[config.mk]
export PLATFORM = sky130hd
export DESIGN_NAME = phy_lane_sched
export DESIGN_NICKNAME = d
export VERILOG_FILES = /design/src/rtl/phy_lane_sched.sv
export SDC_FILE = /design/constraint.sdc
export NUM_CORES = 1
export LEC_CHECK = 0
export ABC_AREA = 1
export ABC_CLOCK_PERIOD_IN_PS = 3400
export CAP_MARGIN = 20
export CORE_MARGIN = 4
export CORE_UTILIZATION = 33
export CTS_CLUSTER_SIZE = 12
export DETAILED_ROUTE_END_ITERATION = 10
export PLACE_DENSITY = 0.69
export SLEW_MARGIN = 20
export SYNTH_ARGS = -nofsm -noshare
export SYNTH_HDL_FRONTEND = slang
export SYNTH_SLANG_ARGS = --single-unit
export TNS_END_PERCENT = 1
[constraint.sdc]
create_clock -name clk_f -period 3.4 [get_ports clk_f]
set_input_delay 0.68 -clock clk_f [delete_from_list [all_inputs] [get_ports clk_f]]
set_output_delay 0.68 -clock clk_f [all_outputs]
set_load 0.02 [all_outputs]
[src/rtl/phy_lane_sched.sv]
// phy_lane_sched: round-robin scheduler that shares two serial PHY lanes among
// NUM_REQ byte-stream requesters. Each lane holds a requester for a burst of up
// to MAX_BURST words, and drives IDLE_SYM whenever it has no valid word.
// Optional feature: define PHY_SCHED_STATS_EN to add the saturating per-lane
// word counters word_cnt_0 / word_cnt_1.
module phy_lane_sched #(
  parameter int                NUM_REQ   = 4,
  parameter int                DATA_W    = 8,
  parameter int                MAX_BURST = 4,
  parameter logic [DATA_W-1:0] IDLE_SYM  = 8'hBC
) (
  input  logic                       clk_f,
  input  logic                       reset,
  input  logic [NUM_REQ-1:0]         req_valid,
  input  logic [NUM_REQ*DATA_W-1:0]  req_data,
  output logic [NUM_REQ-1:0]         req_ack,
  output logic [DATA_W-1:0]          data_out_0,
  output logic                       valid_out_0,
  output logic [DATA_W-1:0]          data_out_1,
  output logic                       valid_out_1,
  output logic [$clog2(NUM_REQ)-1:0] grant_0,
  output logic [$clog2(NUM_REQ)-1:0] grant_1,
  output logic                       busy_0,
  output logic                       busy_1
`ifdef PHY_SCHED_STATS_EN
  ,
  output logic [15:0]                word_cnt_0,
  output logic [15:0]                word_cnt_1
`endif
);

  localparam int            GW       = $clog2(NUM_REQ);
  localparam int            CW       = $clog2(MAX_BURST) + 1;
  localparam logic [CW-1:0] LAST_CNT = CW'(MAX_BURST - 1);
  localparam logic [GW-1:0] LAST_REQ = GW'(NUM_REQ - 1);

  typedef enum logic {ST_IDLE = 1'b0, ST_BURST = 1'b1} lane_state_e;

  // One-hot mask of a requester index.
  function automatic logic [NUM_REQ-1:0] onehot(input logic [GW-1:0] idx);
    return {{(NUM_REQ-1){1'b0}}, 1'b1} << idx;
  endfunction

  // First eligible requester at or after start (wrapping); MSB flags "found".
  function automatic logic [GW:0] rr_pick(input logic [NUM_REQ-1:0] elig,
                                          input logic [GW-1:0]      start);
    logic [GW:0] res;
    int          idx;
    res = {(GW+1){1'b0}};
    // Walk downward so the closest candidate to start is written last.
    for (int k = NUM_REQ - 1; k >= 0; k--) begin
      idx = (int'(start) + k) % NUM_REQ;
      if (elig[idx]) res = {1'b1, idx[GW-1:0]};
    end
    return res;
  endfunction

  // Index following idx, modulo NUM_REQ.
  function automatic logic [GW-1:0] next_idx(input logic [GW-1:0] idx);
    return (idx == LAST_REQ) ? {GW{1'b0}} : idx + GW'(1);
  endfunction

  lane_state_e        state_0_r, state_1_r, state_0_nxt_s, state_1_nxt_s;
  logic [GW-1:0]      grant_0_r, grant_1_r, rr_ptr_r, rr_ptr_nxt_s;
  logic [CW-1:0]      cnt_0_r, cnt_1_r;
  logic [NUM_REQ-1:0] hold_0_s, hold_1_s, elig_0_s, elig_1_s, take_mask_0_s;
  logic [GW:0]        pick_0_s, pick_1_s;
  logic               take_0_s, take_1_s, xfer_0_s, xfer_1_s;
  logic [DATA_W-1:0]  word_0_s, word_1_s;

  assign busy_0  = (state_0_r == ST_BURST);
  assign busy_1  = (state_1_r == ST_BURST);
  assign grant_0 = grant_0_r;
  assign grant_1 = grant_1_r;

  // Arbitration for idle lanes, transfer detection and acks for busy lanes.
  always_comb begin
    hold_0_s      = busy_0 ? onehot(grant_0_r) : {NUM_REQ{1'b0}};
    hold_1_s      = busy_1 ? onehot(grant_1_r) : {NUM_REQ{1'b0}};
    // Lane 0 picks first; lane 1 must avoid lane 0's pick of this cycle.
    elig_0_s      = req_valid & ~hold_1_s;
    pick_0_s      = rr_pick(elig_0_s, rr_ptr_r);
    take_0_s      = (state_0_r == ST_IDLE) && pick_0_s[GW];
    take_mask_0_s = take_0_s ? onehot(pick_0_s[GW-1:0]) : {NUM_REQ{1'b0}};
    elig_1_s      = req_valid & ~hold_0_s & ~take_mask_0_s;
    pick_1_s      = rr_pick(elig_1_s, rr_ptr_r);
    take_1_s      = (state_1_r == ST_IDLE) && pick_1_s[GW];

    xfer_0_s = busy_0 && req_valid[grant_0_r];
    xfer_1_s = busy_1 && req_valid[grant_1_r];
    word_0_s = req_data[int'(grant_0_r)*DATA_W +: DATA_W];
    word_1_s = req_data[int'(grant_1_r)*DATA_W +: DATA_W];
    req_ack  = (xfer_0_s ? hold_0_s : {NUM_REQ{1'b0}}) |
               (xfer_1_s ? hold_1_s : {NUM_REQ{1'b0}});

    // Lane 1 counts as the later grant when both lanes grant together.
    if (take_1_s) begin
      rr_ptr_nxt_s = next_idx(pick_1_s[GW-1:0]);
    end else if (take_0_s) begin
      rr_ptr_nxt_s = next_idx(pick_0_s[GW-1:0]);
    end else begin
      rr_ptr_nxt_s = rr_ptr_r;
    end
  end

  // Next-state logic of both lane FSMs.
  always_comb begin
    state_0_nxt_s = state_0_r;
    state_1_nxt_s = state_1_r;
    case (state_0_r)
      ST_IDLE:  state_0_nxt_s = take_0_s ? ST_BURST : ST_IDLE;
      ST_BURST: state_0_nxt_s = (!xfer_0_s || (cnt_0_r == LAST_CNT)) ? ST_IDLE : ST_BURST;
      default:  state_0_nxt_s = ST_IDLE;
    endcase
    case (state_1_r)
      ST_IDLE:  state_1_nxt_s = take_1_s ? ST_BURST : ST_IDLE;
      ST_BURST: state_1_nxt_s = (!xfer_1_s || (cnt_1_r == LAST_CNT)) ? ST_IDLE : ST_BURST;
      default:  state_1_nxt_s = ST_IDLE;
    endcase
  end

  // Lane FSM state registers.
  always_ff @(posedge clk_f or negedge reset) begin
    if (!reset) begin
      state_0_r <= ST_IDLE;
      state_1_r <= ST_IDLE;
    end else begin
      state_0_r <= state_0_nxt_s;
      state_1_r <= state_1_nxt_s;
    end
  end

  // Round-robin pointer.
  always_ff @(posedge clk_f or negedge reset) begin
    if (!reset) begin
      rr_ptr_r <= {GW{1'b0}};
    end else begin
      rr_ptr_r <= rr_ptr_nxt_s;
    end
  end

  // Lane datapath: grant latch, burst counter and registered lane outputs.
  always_ff @(posedge clk_f or negedge reset) begin
    if (!reset) begin
      grant_0_r   <= {GW{1'b0}};
      grant_1_r   <= {GW{1'b0}};
      cnt_0_r     <= {CW{1'b0}};
      cnt_1_r     <= {CW{1'b0}};
      data_out_0  <= IDLE_SYM;
      data_out_1  <= IDLE_SYM;
      valid_out_0 <= 1'b0;
      valid_out_1 <= 1'b0;
    end else begin
      if (take_0_s) begin
        grant_0_r <= pick_0_s[GW-1:0];
        cnt_0_r   <= {CW{1'b0}};
      end else if (xfer_0_s && (cnt_0_r != LAST_CNT)) begin
        cnt_0_r <= cnt_0_r + CW'(1);
      end
      if (take_1_s) begin
        grant_1_r <= pick_1_s[GW-1:0];
        cnt_1_r   <= {CW{1'b0}};
      end else if (xfer_1_s && (cnt_1_r != LAST_CNT)) begin
        cnt_1_r <= cnt_1_r + CW'(1);
      end
      valid_out_0 <= xfer_0_s;
      valid_out_1 <= xfer_1_s;
      data_out_0  <= xfer_0_s ? word_0_s : IDLE_SYM;
      data_out_1  <= xfer_1_s ? word_1_s : IDLE_SYM;
    end
  end

`ifdef PHY_SCHED_STATS_EN
  // Saturating count of valid words sent on each lane.
  always_ff @(posedge clk_f or negedge reset) begin
    if (!reset) begin
      word_cnt_0 <= 16'h0000;
      word_cnt_1 <= 16'h0000;
    end else begin
      if (xfer_0_s && (word_cnt_0 != 16'hFFFF)) word_cnt_0 <= word_cnt_0 + 16'h0001;
      if (xfer_1_s && (word_cnt_1 != 16'hFFFF)) word_cnt_1 <= word_cnt_1 + 16'h0001;
    end
  end
`endif

endmodule

==> flow_metrics.py, run 1 <==
metrics = {
    "synth": {
        "synth_area_per_cell_um2": 8.00,
        "netlist_top_cells_area": "dfrtp_1 24%, dfstp_2 11%, nand2_1 9.3%, nand3_2 6.5%, inv_1 6.2%",
        "yosysUniqueCellTypes": 33,
        "synthCells": 289,
        "synth_seq_cells": 32,
        "synth.largest_area_cell": "dfrtp_1",
        "synth_area_um2": 2310,
        "yosysTopAreaCellShare": 0.238,
        "synth_nets": 336,
        "ys_seq_area_frac": 0.352,
        "yosysWarningCount": 0,
    },
    "global_routing": {
        "grt_max_degree": 33,
        "grt_pass1_wl_um": 11300,
        "track_usage": 0.168,
        "first_global_vias": 2300,
        "antenna_found_initial": 0,
        "overflow": 0,
    },
    "floorplan": {
        "die_h_um": 91.7,
        "io_pins": 66,
        "initial_core_util": 0.340,
        "rows": 30,
        "fp.dieArea_um2": 8410,
        "core_um2": 6790,
        "die_x_um": 91.7,
    },
    "sta": {
        "slew_headroom": 0.700,
        "setup_violations": 0,
        "fin_crit_ns": 3.14,
        "min_period_over_period": 0.923,
        "worst_pin_slew_ns": 0.439,
        "finClkSkew_ns": 0.00292,
        "fmax_mhz": 319,
        "finalHoldViolCount": 0,
        "rsz0062_at_grt": "no",
        "slew_viol_final": 0,
    },
    "min_path": {
        "worstHoldStart": "cnt_1_r[0]",
        "hold_depth": 1,
        "hp-class": "register to register",
        "hold_end": "cnt_1_r[0]",
    },
    "drt": {
        "wl_met3_um": 460,
        "drt_iter0_drc": 169,
        "ant_nets": 0,
        "via_count": 2388,
        "wl_met1_um": 3010,
        "highest_layer": "met4",
        "routed_wl_um": 6960,
        "wl_per_cell_um": 14.6,
        "vias_per_cell": 5.00,
        "dr.pass1.iters": 5,
        "wl_met2_um": 3320,
        "drcViolationCount": 0,
    },
    "critical_path": {
        "max_stage_delay_ns": 0.47,
        "r2r_start": "grant_1[1]",
        "reg2reg_depth": 21,
        "startpoint_type": "register",
        "critPathSlowestCell": "dfrtp_2",
        "critPathArrivalTime_ns": 3.30,
        "cp-end-kind": "register",
        "critPathMaxFanout": 8,
        "worstSetupPathType": "register to register",
        "reg2reg_to": "rr_ptr_r[1]",
        "worstPathRequired_ns": 3.56,
        "reg2reg_setup_slack_ns": 0.26,
        "worstPathCellList": "inv_1, nand3_1, nand3_2, nand2_2, nand2_1, nand2_2, inv_1, a21oi_1, or2_2, nand2_2, inv_1, ha_1, nand3_2, nand3_1, nand2_2, nand2_1, nand4_1, nand3_1, ha_1, nand2_1, nand3_1",
    },
    "layout": {
        "postLayoutCellArea_um2": 3350,
        "synthToLayoutAreaGrowth_pct": 44.9,
        "drive_above_1_share": 0.249,
        "postLayoutCoreUtil": 0.493,
        "multi_input_area_um2": 1290,
        "final_common_cell": "clkdlybuf4s50_1",
        "final_cell_mix": "61 x clkdlybuf4s50_1, 55 x nand2_1, 38 x inv_1",
        "nets": 428,
        "n_antenna_cell": 0,
        "regArea_um2": 816,
        "fillers": 656,
    },
    "clock_tree": {
        "cts-root-buf": "clkbuf_8",
        "cts_tree": "yes",
        "cts_buffer_depth": 2,
        "cts_hold_buf": 0,
        "h-tree-depth": 2,
        "cts.sinks": 32,
        "clock_latency_ns": 0.28,
        "clk_pin_slew_ns": 0.07,
        "cts_buffers": 5,
    },
    "power": {
        "power_density_nw_per_um2": 1110,
        "p_leak_uw": 0.00155,
        "max-vdd-ir-drop_v": 0.000428,
    },
    "status": {
        "outcome": "complete, no violations",
    },
    "job": {
        "maxCapViolCount": 0,
    },
    "place": {
        "postPlaceCellArea_um2": 3210,
        "place_congestion": 0.869,
        "port_buffers": 65,
        "dp_hpwl_um": 5440,
    },
}
## stage by stage
stage	std cells	setup WS [ns]	setup TNS [ns]	hold slack [ns]	power (uW)
2_1_floorplan	289	0.386	0	0.384	2390
3_3_place_gp	467	-0.192	-0.493	0.462	3290
3_5_place_dp	467	-0.273	-0.788	0.478	3350
4_1_cts	475	0.0202	0	0.490	3660
5_1_grt	478	0.0255	0	0.506	4030
6_report	478	0.261	0	0.483	3710
## routing by layer
layer,vias to the layer above,global-route usage
met5,-,0
met4,0,0.0594
li1,1160,-
met3,13,0.0377
met1,1118,0.219
met2,97,0.272
## registers in the layout, indices dropped and copies added, names as in the netlist
name         flops
rr_ptr_r         2
valid_out_0      1
cnt_0_r          3
data_out_1       8
data_out_0       8
grant_0          2
busy_0           1
busy_1           1
valid_out_1      1
cnt_1_r          3
grant_1          2
## synthesized netlist by cell type (all sizes together)
cell type	number
nand2	71
dfrtp	22
a2111oi	6
clkbuf	3
buf	5
xor2	2
o2111ai	2
nand3	37
a22oi	2
clkinv	1
a32oi	1
a21boi	1
o22ai	10
ha	9
dfstp	10
or2	2
nand4	4
nor2	27
a21oi	4
o211ai	1
o21ai	19
a221oi	8
xnor2	1
inv	41
## logic make-up (layout without fill, tap and decap cells)
logic type | count (synthesis) | count (layout) | synth area share
flip-flops | 32 | 32 | 0.352
AND/OR/NAND/NOR | 141 | 141 | 0.333
adder cells (fa/ha/maj) | 9 | 9 | 0.0487
XOR/XNOR | 3 | 3 | 0.0179
buffers and inverters | 50 | 143 | 0.0942
AO/OA/AOI/OAI | 54 | 54 | 0.154
## how the worst max path moves through the flow
stage	from	to	slack [ns]	cells after the start
floorplan	grant_1[0]	rr_ptr_r[1]	0.39	24
finish	grant_1[1]	rr_ptr_r[1]	0.26	21
CTS	req_valid[2]	rr_ptr_r[1]	0.02	19
global route	grant_1[1]	rr_ptr_r[1]	0.03	23
detailed placement	req_valid[2]	rr_ptr_r[1]	-0.27	19
global placement	req_valid[2]	rr_ptr_r[1]	-0.19	19
## repair_timing
action	CTS	global route
gates resized for setup	0	11
setup buffers	0	3
setup endpoints to repair	0	11
## worst max-delay path: cells and delay by family, from the launching register on
family | cells | cell delay (ns)
adder cells (fa/ha/maj) | 2 | 0.53
AO/OA/AOI/OAI | 1 | 0.07
buffers and inverters | 3 | 0.24
AND/OR/NAND/NOR | 15 | 1.71
flip-flops | 1 | 0.47
## power by group
group | leakage, uW | switching, uW | internal, uW
sequential | 0.000387 | 132 | 597
clock | 0.0000455 | 136 | 165
combinational | 0.00112 | 1560 | 1120
## layout make-up
cell class,instances,share of cell area
Timing Repair Buffer,93,0.260
Multi-Input combinational cell,207,0.387
Inverter,42,0.0471
Sequential cell,32,0.244
Clock buffer,8,0.0269
Tap cell,96,0.0359
Note: power is estimated with default switching activity, not from simulation.
==> inputs of run 2 (changes only) <==
--- a/config.mk
+++ b/config.mk
@@ -6,7 +6,7 @@
 export NUM_CORES = 1
 export LEC_CHECK = 0
 export ABC_AREA = 1
-export ABC_CLOCK_PERIOD_IN_PS = 3400
+export ABC_CLOCK_PERIOD_IN_PS = 3450
 export CAP_MARGIN = 20
 export CORE_MARGIN = 4
 export CORE_UTILIZATION = 33
==> constraint.sdc (replaced) <==
create_clock -name clk_f -period 3.45 [get_ports clk_f]
set_input_delay 0.69 -clock clk_f [delete_from_list [all_inputs] [get_ports clk_f]]
set_output_delay 0.69 -clock clk_f [all_outputs]
set_load 0.02 [all_outputs]
==> flow_metrics.py, run 2 (synthesis results as in run 1) <==
metrics = {
    "global_routing": {
        "first_global_vias": 2329,
        "grt_max_degree": 33,
        "antenna_found_initial": 0,
        "grt_pass1_wl_um": 11200,
        "track_usage": 0.168,
        "overflow": 0,
    },
    "clock_tree": {
        "cts_buffers": 5,
        "clk_pin_slew_ns": 0.06,
        "cts-root-buf": "clkbuf_8",
        "clock_latency_ns": 0.28,
        "cts.sinks": 32,
        "cts_hold_buf": 0,
        "cts_tree": "yes",
        "cts_buffer_depth": 2,
        "h-tree-depth": 2,
    },
    "drt": {
        "ant_nets": 0,
        "dr.pass1.iters": 4,
        "via_count": 2349,
        "drcViolationCount": 0,
        "routed_wl_um": 6810,
        "wl_per_cell_um": 14.4,
        "drt_iter0_drc": 161,
        "vias_per_cell": 4.97,
    },
    "sta": {
        "worst_pin_slew_ns": 0.444,
        "min_period_over_period": 0.974,
        "whs_ns": 0.480,
        "slew_headroom": 0.697,
        "fin_setup_tns_ns": 0,
        "rsz0062_at_grt": "no",
        "fin_crit_ns": 3.36,
        "slew_viol_final": 0,
        "fmax_mhz": 298,
        "setup_violations": 0,
        "finClkSkew_ns": 0.00343,
        "finalHoldViolCount": 0,
    },
    "floorplan": {
        "rows": 30,
        "die_x_um": 91.7,
        "fp.dieArea_um2": 8410,
        "die_h_um": 91.7,
        "io_pins": 66,
        "initial_core_util": 0.340,
        "core_um2": 6790,
    },
    "critical_path": {
        "reg2reg_to": "rr_ptr_r[1]",
        "max_stage_delay_ns": 0.58,
        "reg2reg_depth": 21,
        "path_buf_inv": 4,
        "critPathMaxFanout": 4,
        "critPathSlowestCell": "clkdlybuf4s50_1",
        "worstPathCellList": "clkdlybuf4s50_1, buf_4, nand3_1, nand2_1, a221oi_1, buf_4, o22ai_1, clkdlybuf4s50_1",
        "reg2reg_setup_slack_ns": 0.31,
        "startpoint_type": "input pin",
        "cp-end-kind": "primary output",
        "critPathArrivalTime_ns": 2.67,
        "r2r_start": "grant_1[1]",
        "worstSetupPathType": "input pin to primary output",
        "worstPathRequired_ns": 2.76,
        "critPathTopFamily": "buffers and inverters",
    },
    "layout": {
        "largestRegisters": "data_out_0: 8 flops, data_out_1: 8 flops",
        "synthToLayoutAreaGrowth_pct": 42.9,
        "postLayoutCellArea_um2": 3300,
        "final_cell_mix": "63 x clkdlybuf4s50_1, 55 x nand2_1, 38 x inv_1",
        "n_antenna_cell": 0,
        "drive_above_1_share": 0.236,
        "final_common_cell": "clkdlybuf4s50_1",
        "fillers": 654,
        "nets": 423,
        "postLayoutCoreUtil": 0.486,
    },
    "power": {
        "p_leak_uw": 0.00153,
        "max-vdd-ir-drop_v": 0.000348,
        "power_density_nw_per_um2": 1090,
        "total_power_uw": 3590,
    },
    "status": {
        "outcome": "complete, no violations",
    },
    "min_path": {
        "worstHoldStart": "cnt_1_r[0]",
        "hold_end": "cnt_1_r[0]",
        "hp-class": "register to register",
        "hold_depth": 1,
    },
    "job": {
        "maxCapViolCount": 0,
    },
    "place": {
        "postPlaceCellArea_um2": 3180,
        "place_congestion": 0.862,
        "dp_hpwl_um": 5310,
        "port_buffers": 65,
    },
}
-- run 2: changes by cell type in the layout (fill, tap and decap cells not counted), sizes merged --
cell           previous run  this run
dlymetal6s2s              4         2
clkdlybuf4s50            61        63
buf                      28        23
-- run 2: report_power, final --
part           internal (uW)  switching, uW  total (uW)
combinational           1060           1510        2570
clock                    163            134         296
sequential               585            136         721
-- run 2: layout make-up --
| class | count | area [um2] | share of cell area |
|---|---|---|---|
| clock buffers | 8 | 90.1 | 0.0273 |
| inverters | 42 | 158 | 0.0477 |
| multi-input cells | 207 | 1290 | 0.392 |
| flip-flops and latches | 32 | 813 | 0.246 |
| well taps | 96 | 120 | 0.0363 |
| repair buffers | 88 | 828 | 0.251 |
-- run 2: how the worst max path moves through the flow --
stage	start	end	slack, ns	depth (start not counted)
floorplan	grant_1[0]	rr_ptr_r[1]	0.44	24
global placement	req_valid[2]	rr_ptr_r[1]	-0.16	19
detailed placement	req_valid[2]	rr_ptr_r[1]	-0.19	19
CTS	req_valid[3]	req_ack[1]	0.04	9
global route	req_valid[3]	rr_ptr_r[1]	0.005	21
finish	req_valid[3]	req_ack[3]	0.09	8
-- run 2: per-stage QoR --
step / cells / setup slack, ns
after detailed placement: 463 / -0.192
after global placement: 463 / -0.162
after floorplan: 289 / 0.436
final: 473 / 0.0909
after CTS: 471 / 0.0352
after global routing: 473 / 0.00470
-- run 2: repair_timing --
action,4_1_cts,5_1_grt
setup buffers,0,2
resized for setup,0,7
endpoints found under the setup margin,0,10
-- run 2: routing by layer --
| metal | vias to the layer above | share of wire | global-route usage |
|---|---|---|---|
| met2 | 87 | 0.48 | 0.275 |
| li1 | 1155 | - | - |
| met4 | 0 | 0.025 | 0.0619 |
| met5 | - | 0 | 0 |
| met3 | 14 | 0.063 | 0.0402 |
| met1 | 1093 | 0.44 | 0.213 |
==> inputs of run 3 (changes only) <==
--- a/config.mk
+++ b/config.mk
@@ -7,7 +7,6 @@
 export LEC_CHECK = 0
 export ABC_AREA = 1
 export ABC_CLOCK_PERIOD_IN_PS = 3450
-export CAP_MARGIN = 20
 export CORE_MARGIN = 4
 export CORE_UTILIZATION = 33
 export CTS_CLUSTER_SIZE = 12
==> results of run 3 <==
Final layout, timing and power as in run 2 (identical DEF).
